### src/rtl/fetch_stage_if.sv
// Bundle of fetch-stage control, instruction-ROM and IF/ID pipeline signals.
// The master side is the fetch stage; the slave side is the surrounding pipeline and ROM.
interface fetch_stage_if #(
  parameter int N = 64
);
  logic         stall;
  logic         branch_taken;
  logic [N-1:0] branch_target;
  logic [5:0]   imem_addr;
  logic [31:0]  imem_q;
  logic [N-1:0] pc_F;
  logic [31:0]  instr_D;
  logic [N-1:0] pc_D;
  logic         valid_D;
  logic [15:0]  fetch_cnt;

  modport master (
    input  stall, branch_taken, branch_target, imem_q,
    output imem_addr, pc_F, instr_D, pc_D, valid_D, fetch_cnt
  );

  modport slave (
    output stall, branch_taken, branch_target, imem_q,
    input  imem_addr, pc_F, instr_D, pc_D, valid_D, fetch_cnt
  );
endinterface

### src/rtl/fetch_stage.sv
// Instruction fetch stage: PC register, redirect/stall handling and the IF/ID pipeline register.
// A BOOT state after reset delays the first fetch by one edge so that word 0 is fetched first.
module fetch_stage #(
  parameter int N = 64
) (
  input  logic          clk,
  input  logic          reset,
  fetch_stage_if.master bus
);

  typedef enum logic [0:0] {
    BOOT = 1'b0,
    RUN  = 1'b1
  } state_t;

  state_t       state_r;
  logic [N-1:0] pc_r;
  logic [31:0]  instr_r;
  logic [N-1:0] pc_d_r;
  logic         valid_r;
  logic [15:0]  cnt_r;

  // ROM address comes straight from the PC register, so stall/branch never reach it combinationally
  assign bus.imem_addr = pc_r[7:2];
  assign bus.pc_F      = pc_r;
  assign bus.instr_D   = instr_r;
  assign bus.pc_D      = pc_d_r;
  assign bus.valid_D   = valid_r;
  assign bus.fetch_cnt = cnt_r;

  // Control FSM, PC update and IF/ID register; a redirect outranks a stall
  always_ff @(posedge clk or posedge reset) begin
    if (reset) begin
      state_r <= BOOT;
      pc_r    <= {N{1'b0}};
      instr_r <= 32'h0000_0000;
      pc_d_r  <= {N{1'b0}};
      valid_r <= 1'b0;
      cnt_r   <= 16'h0000;
    end else begin
      case (state_r)
        BOOT: begin
          state_r <= RUN;
        end
        RUN: begin
          if (bus.branch_taken) begin
            pc_r    <= {bus.branch_target[N-1:2], 2'b00};
            instr_r <= 32'h0000_0000;
            pc_d_r  <= {N{1'b0}};
            valid_r <= 1'b0;
          end else if (!bus.stall) begin
            pc_r    <= pc_r + N'(3'd4);
            instr_r <= bus.imem_q;
            pc_d_r  <= pc_r;
            valid_r <= 1'b1;
            cnt_r   <= cnt_r + 16'd1;
          end else begin
            pc_r    <= pc_r;
            instr_r <= instr_r;
            pc_d_r  <= pc_d_r;
            valid_r <= valid_r;
            cnt_r   <= cnt_r;
          end
        end
        default: begin
          state_r <= BOOT;
        end
      endcase
    end
  end

endmodule

### src/flat_wrapper.sv
// flat-port wrapper written by rule: the top's interface ports become plain ports
module fetch_stage_flat 
#(
  parameter int N = 64
)
  (clk, reset, bus_stall, bus_branch_taken, bus_branch_target, bus_imem_q, bus_imem_addr, bus_pc_F, bus_instr_D, bus_pc_D, bus_valid_D, bus_fetch_cnt);
  fetch_stage_if #(.N(N)) bus_i ();
  input  logic clk;
  input  logic reset;
  input wire logic [$bits(bus_i.stall)-1:0] bus_stall;
  input wire logic [$bits(bus_i.branch_taken)-1:0] bus_branch_taken;
  input wire logic [$bits(bus_i.branch_target)-1:0] bus_branch_target;
  input wire logic [$bits(bus_i.imem_q)-1:0] bus_imem_q;
  output wire logic [$bits(bus_i.imem_addr)-1:0] bus_imem_addr;
  output wire logic [$bits(bus_i.pc_F)-1:0] bus_pc_F;
  output wire logic [$bits(bus_i.instr_D)-1:0] bus_instr_D;
  output wire logic [$bits(bus_i.pc_D)-1:0] bus_pc_D;
  output wire logic [$bits(bus_i.valid_D)-1:0] bus_valid_D;
  output wire logic [$bits(bus_i.fetch_cnt)-1:0] bus_fetch_cnt;
  assign bus_i.stall = bus_stall;
  assign bus_i.branch_taken = bus_branch_taken;
  assign bus_i.branch_target = bus_branch_target;
  assign bus_i.imem_q = bus_imem_q;
  assign bus_imem_addr = bus_i.imem_addr;
  assign bus_pc_F = bus_i.pc_F;
  assign bus_instr_D = bus_i.instr_D;
  assign bus_pc_D = bus_i.pc_D;
  assign bus_valid_D = bus_i.valid_D;
  assign bus_fetch_cnt = bus_i.fetch_cnt;
  fetch_stage #(.N(N)) u_core (.clk(clk), .reset(reset), .bus(bus_i));
endmodule
### config.mk
export PLATFORM = sky130hd
export DESIGN_NAME = fetch_stage_flat
export DESIGN_NICKNAME = d
export VERILOG_FILES = /design/src/rtl/fetch_stage_if.sv /design/src/rtl/fetch_stage.sv /design/src/flat_wrapper.sv
export SDC_FILE = /design/constraint.sdc
export NUM_CORES = 1
export LEC_CHECK = 0
export BUFFER_PORTS_ARGS = -buffer_cell sky130_fd_sc_hd__buf_2
export CAP_MARGIN = 20
export CORE_MARGIN = 1
export CORE_UTILIZATION = 33
export DETAILED_ROUTE_END_ITERATION = 7
export PLACE_DENSITY_LB_ADDON = 0.08
export SLEW_MARGIN = 10
export SYNTH_ARGS = -nofsm -noshare
export SYNTH_HDL_FRONTEND = slang
export SYNTH_SLANG_ARGS = --single-unit
### constraint.sdc
create_clock -name clk -period 7.4 [get_ports clk]
set_input_delay 1.48 -clock clk [delete_from_list [all_inputs] [get_ports clk]]
set_output_delay 1.48 -clock clk [all_outputs]
set_load 0.01 [all_outputs]
Word level (Yosys, flattened, before mapping) --
Cells that the tools add are included.
Operators by class: $add $sub $neg 2, equality and inequality tests 1, mux-type cells 8, bitwise operators 2, reduce and logical (&&, ||, !) cells 2
Operators by type and width (count):
- 2-to-1 mux 64 bit | 4
- adder 64 x 3 -> 64 bit (second input constant) | 1
- 2-to-1 mux 32 bit | 2
- adder 16 x 1 -> 16 bit (second input constant) | 1
- AND reduction 3 bit | 1
- 2-to-1 mux 1 bit | 2
- inequality test 2 x 1 -> 1 bit (second input constant) | 1
- NOT 1 bit | 2
- AND reduction 2 bit | 1
Storage, ports and cells: bits in registers 178, input bits 100, output and inout port bits 183

Depth between registers and ports, before layout --
depth in word-level cells 3, mapped depth 8, depth with buffers taken out 7

Worst setup path before layout --
Ideal clock, no wire load.
path type input port to flip-flop, start point in bus_stall, end point reg u_core.pc_r[46], in the netlist u_core.bus.pc_F[46], arrival time 3151 ps, required time 7263 ps, setup slack 4112 ps, stages 6, cells stage by stage or4_4 -> or3_1 -> clkbuf_2 -> or4_1 -> mux2i_1 -> a21oi_1
On the way: word-level cells in the longest chain between the ends 2
Ends and longest elaborated chain:
- start, declared | RTL line flat_wrapper.sv:10 | input wire logic [$bits(bus_i.stall)-1:0] bus_stall;
- inequality test 2 x 1 -> 1 bit (no line)
- AND reduction 2 bit (no line)
- end signal, assigned | RTL line fetch_stage.sv:35 | pc_r <= {N{1'b0}};
- end signal, assigned | RTL line fetch_stage.sv:47 | pc_r <= {bus.branch_target[N-1:2], 2'b00};
- end signal, assigned | RTL line fetch_stage.sv:52 | pc_r <= pc_r + N'(3'd4);
- end, declared | RTL line fetch_stage.sv:17 | logic [N-1:0] pc_r;
No other way between the ends. A chain may end at the register's enable or synchronous reset.

Worst setup path in the final report --
start point in bus_stall, end point reg u_core.pc_r[51], in the netlist u_core.bus.pc_F[51]
The elaborated chain is that of the path after synthesis.

==> out/summary.txt <==
Final Hold Viols - 0
number of synthesized register bits - 175
grt total ovfl - 0
# nets final - 1127
Hold WS - 0.476 ns
synth top area cells - dfrtp_1 53%, a22o_1 9.9%, o22ai_1 2.9%, mux2i_1 2.7%, nand3_1 2.5%
Port Buffer Count - 278
clock root buffer master - clkbuf_16
hold-fix buffers at CTS - 0
Flop pwr share - 0.475
final slew viol count - 0
unrepaired setup endpoints after global routing - false
switch share - 0.330
Register Area - 4380 um^2
drt first pass iters - 5
fraction of layout cells with a size suffix above 1 - 0.326
post-synth top area cell - dfrtp_1
status - completed
WL/cell - 20.2 um
cells after synthesis - 792
largest delay contributor family on the critical path - buffers and inverters
clk_lat worst skew - 0.43 ns
die area - 25700 um^2
CTS Buf Count - 17
Num Clock Sinks - 175
CP Max Fanout - 83
required time of the critical path - 7.67 ns
Fmax achieved - 248 MHz
library cells used by synthesis - 56
Placed Cells - 1329
wirelength, routed - 27500 um
DRC - 0
clk buf depth - 2
antenna violations before repair - 3
Layout Cells excl Fill - 1364
ANT nets after route - 0
mapped cell area - 8290 um^2
Psw - 0.000857 W
area grow syn2layout - 26.0%
prevailing post-synth register cell - dfrtp_1
most frequent cell after synthesis - dfrtp_1
Fillers - 2465
Worst EP arrival - 4.30 ns
Synth warnings - 0
GPL Wtd Cong - 0.780
number of H-tree levels - 4
Setup Skew - 0.0143 ns
clock group share of total power - 0.337
Syn Area/Cell - 10.5 um^2
vias in the first global route - 7042
Initial Util - 0.339
total track usage - 0.214
DR iter-0 viols - 464
Top-Level Pins - 283
fin crit period - 4.03 ns
Die X - 160 um
WP buf/inv - 3
MaxCap Viol Count - 0
global-route wire length before repair - 42800 um
Vias - 7477
final period utilization - 0.545
Critical Path Max Stage Delay - 0.80 ns
Post-synth EDFFs - 0
asr flop ratio synth - 1.00
largest net degree at the start of global routing - 126
worst path cell trace - buf_2 > clkinv_1 > o21ai_4 > buf_4 > nor4_1 > xnor2_1 > a21oi_1
# setup viols final - 0
Setup TNS Final - 0 ns
total power - 0.00259 W
Pleak - 5.08 nW
CP max-delay cell - buf_4
WS Path Type - primary input to flip-flop
TritonCTS clock tree - done
post-synth top area share - 0.528
Power Internal - 0.00174 W
Core ar. - 24500 um^2
CTS resizes - 0
Die Height - 160 um
area of the multi-input gates - 3570 um^2
P per Cell Area - 248 nW/um^2
sequential fraction of the synthesis area - 0.528
Site Rows - 57
Worst Setup Start Kind - primary input
Rel. slew slack - 0.332
Post-CTS Setup Inserts - 0
DP HPWL - 18200 um
Reg clk slew, reported paths - 0.08 ns
Hold Crit Class - flip-flop to flip-flop
measured slew at the worst slew-check pin - 1.00 ns
final core utilization - 0.427
VDD IR max - 164 uV
Synth top cells by count - 175 x dfrtp_1, 94 x a22o_1, 54 x clkbuf_1
combinational power share - 0.188
Worst Setup End Kind - flip-flop
vias per inst - 5.48
-- routing by layer --
layer / vias to the layer above / track usage / routed length (um)
li1: 3513 / - / -
met1: 3702 / 0.303 / 12800
met2: 226 / 0.326 / 12500
met3: 34 / 0.0511 / 1600
met4: 2 / 0.0597 / 533
met5: - / 0 / 8
-- stage by stage --
| stage | area (um^2) | setup slack, ns |
|---|---|---|
| floorplan | 8290 | 1.17 |
| global placement | 9850 | 2.94 |
| detailed placement | 9860 | 2.97 |
| CTS | 10400 | 3.41 |
| global route | 10400 | 3.17 |
| finish | 10400 | 3.37 |
-- registers in the layout (all words and copies together), names as in the netlist --
name	cells
u_core.bus.valid_D	1
u_core.state_r	1
u_core.bus.pc_F	62
u_core.bus.instr_D	32
u_core.bus.pc_D	63
u_core.bus.fetch_cnt	16
-- placed cells by master, fill, tap and decap left out, types with 13 or more instances in the layout --
| cell type | instances |
|---|---|
| nand4_1 | 23 |
| nand2_1 | 46 |
| buf_2 | 279 |
| and4_1 | 14 |
| nor2_1 | 27 |
| clkbuf_16 | 17 |
| and3_1 | 17 |
| a22o_1 | 94 |
| o21ai_0 | 19 |
| dfrtp_1 | 174 |
| nor4_1 | 13 |
| nor3_1 | 18 |
| a21oi_1 | 40 |
| o22ai_1 | 38 |
| mux2i_1 | 22 |
| nand3_1 | 42 |
-- path summary, 6_finish.rpt --
check / slack [ns] / to / cells past startpoint / from
min reg2reg: 0.48 / u_core.bus.fetch_cnt[15] / 1 / u_core.bus.fetch_cnt[15]
min in group asynchronous: 1.22 / u_core.bus.instr_D[22] / 2 / reset
max: 3.37 / u_core.bus.pc_F[51] / 7 / bus_stall
max reg2reg: 4.33 / u_core.bus.pc_F[60] / 5 / u_core.state_r
max in group asynchronous: 5.00 / u_core.bus.pc_D[42] / 3 / reset
min: 0.48 / u_core.bus.fetch_cnt[15] / 1 / u_core.bus.fetch_cnt[15]
-- power groups by stage --
stage | clock (W) | sequential (W) | combinational [W]
3_5_place_dp | 0 | 0.00125 | 0.000494
3_3_place_gp | 0 | 0.00125 | 0.000490
6_report | 0.000873 | 0.00123 | 0.000489
5_1_grt | 0.000943 | 0.00126 | 0.000541
4_1_cts | 0.000902 | 0.00123 | 0.000495
2_1_floorplan | 0 | 0.00124 | 0.000265
-- worst reg2reg max path, cell delays in order (launching register included) --
cell	delay (ns)
dfrtp_2	0.34
buf_4	0.64
inv_1	0.70
nor2_2	0.97
a221oi_1	0.18
mux2i_1	0.18
-- cells by family after synthesis --
| group | share of synthesized area |
|---|---|
| simple gates | 0.152 |
| xor+xnor | 0.0169 |
| buf+inv | 0.0439 |
| other cells | 0.000906 |
| compound gates | 0.224 |
| flops | 0.528 |
| mux | 0.0307 |
| fa+ha+maj | 0.00302 |
-- final cells by class --
class | instances | share of cell area
clock buffers | 19 | 0.0414
flip-flops and latches | 175 | 0.419
clock inverters | 13 | 0.0117
repair buffers | 287 | 0.141
diodes | 2 | 0.000479
multi-input cells | 531 | 0.341
well taps | 324 | 0.0388
inverters | 13 | 0.00539
Power figures use the tool's default switching activity.
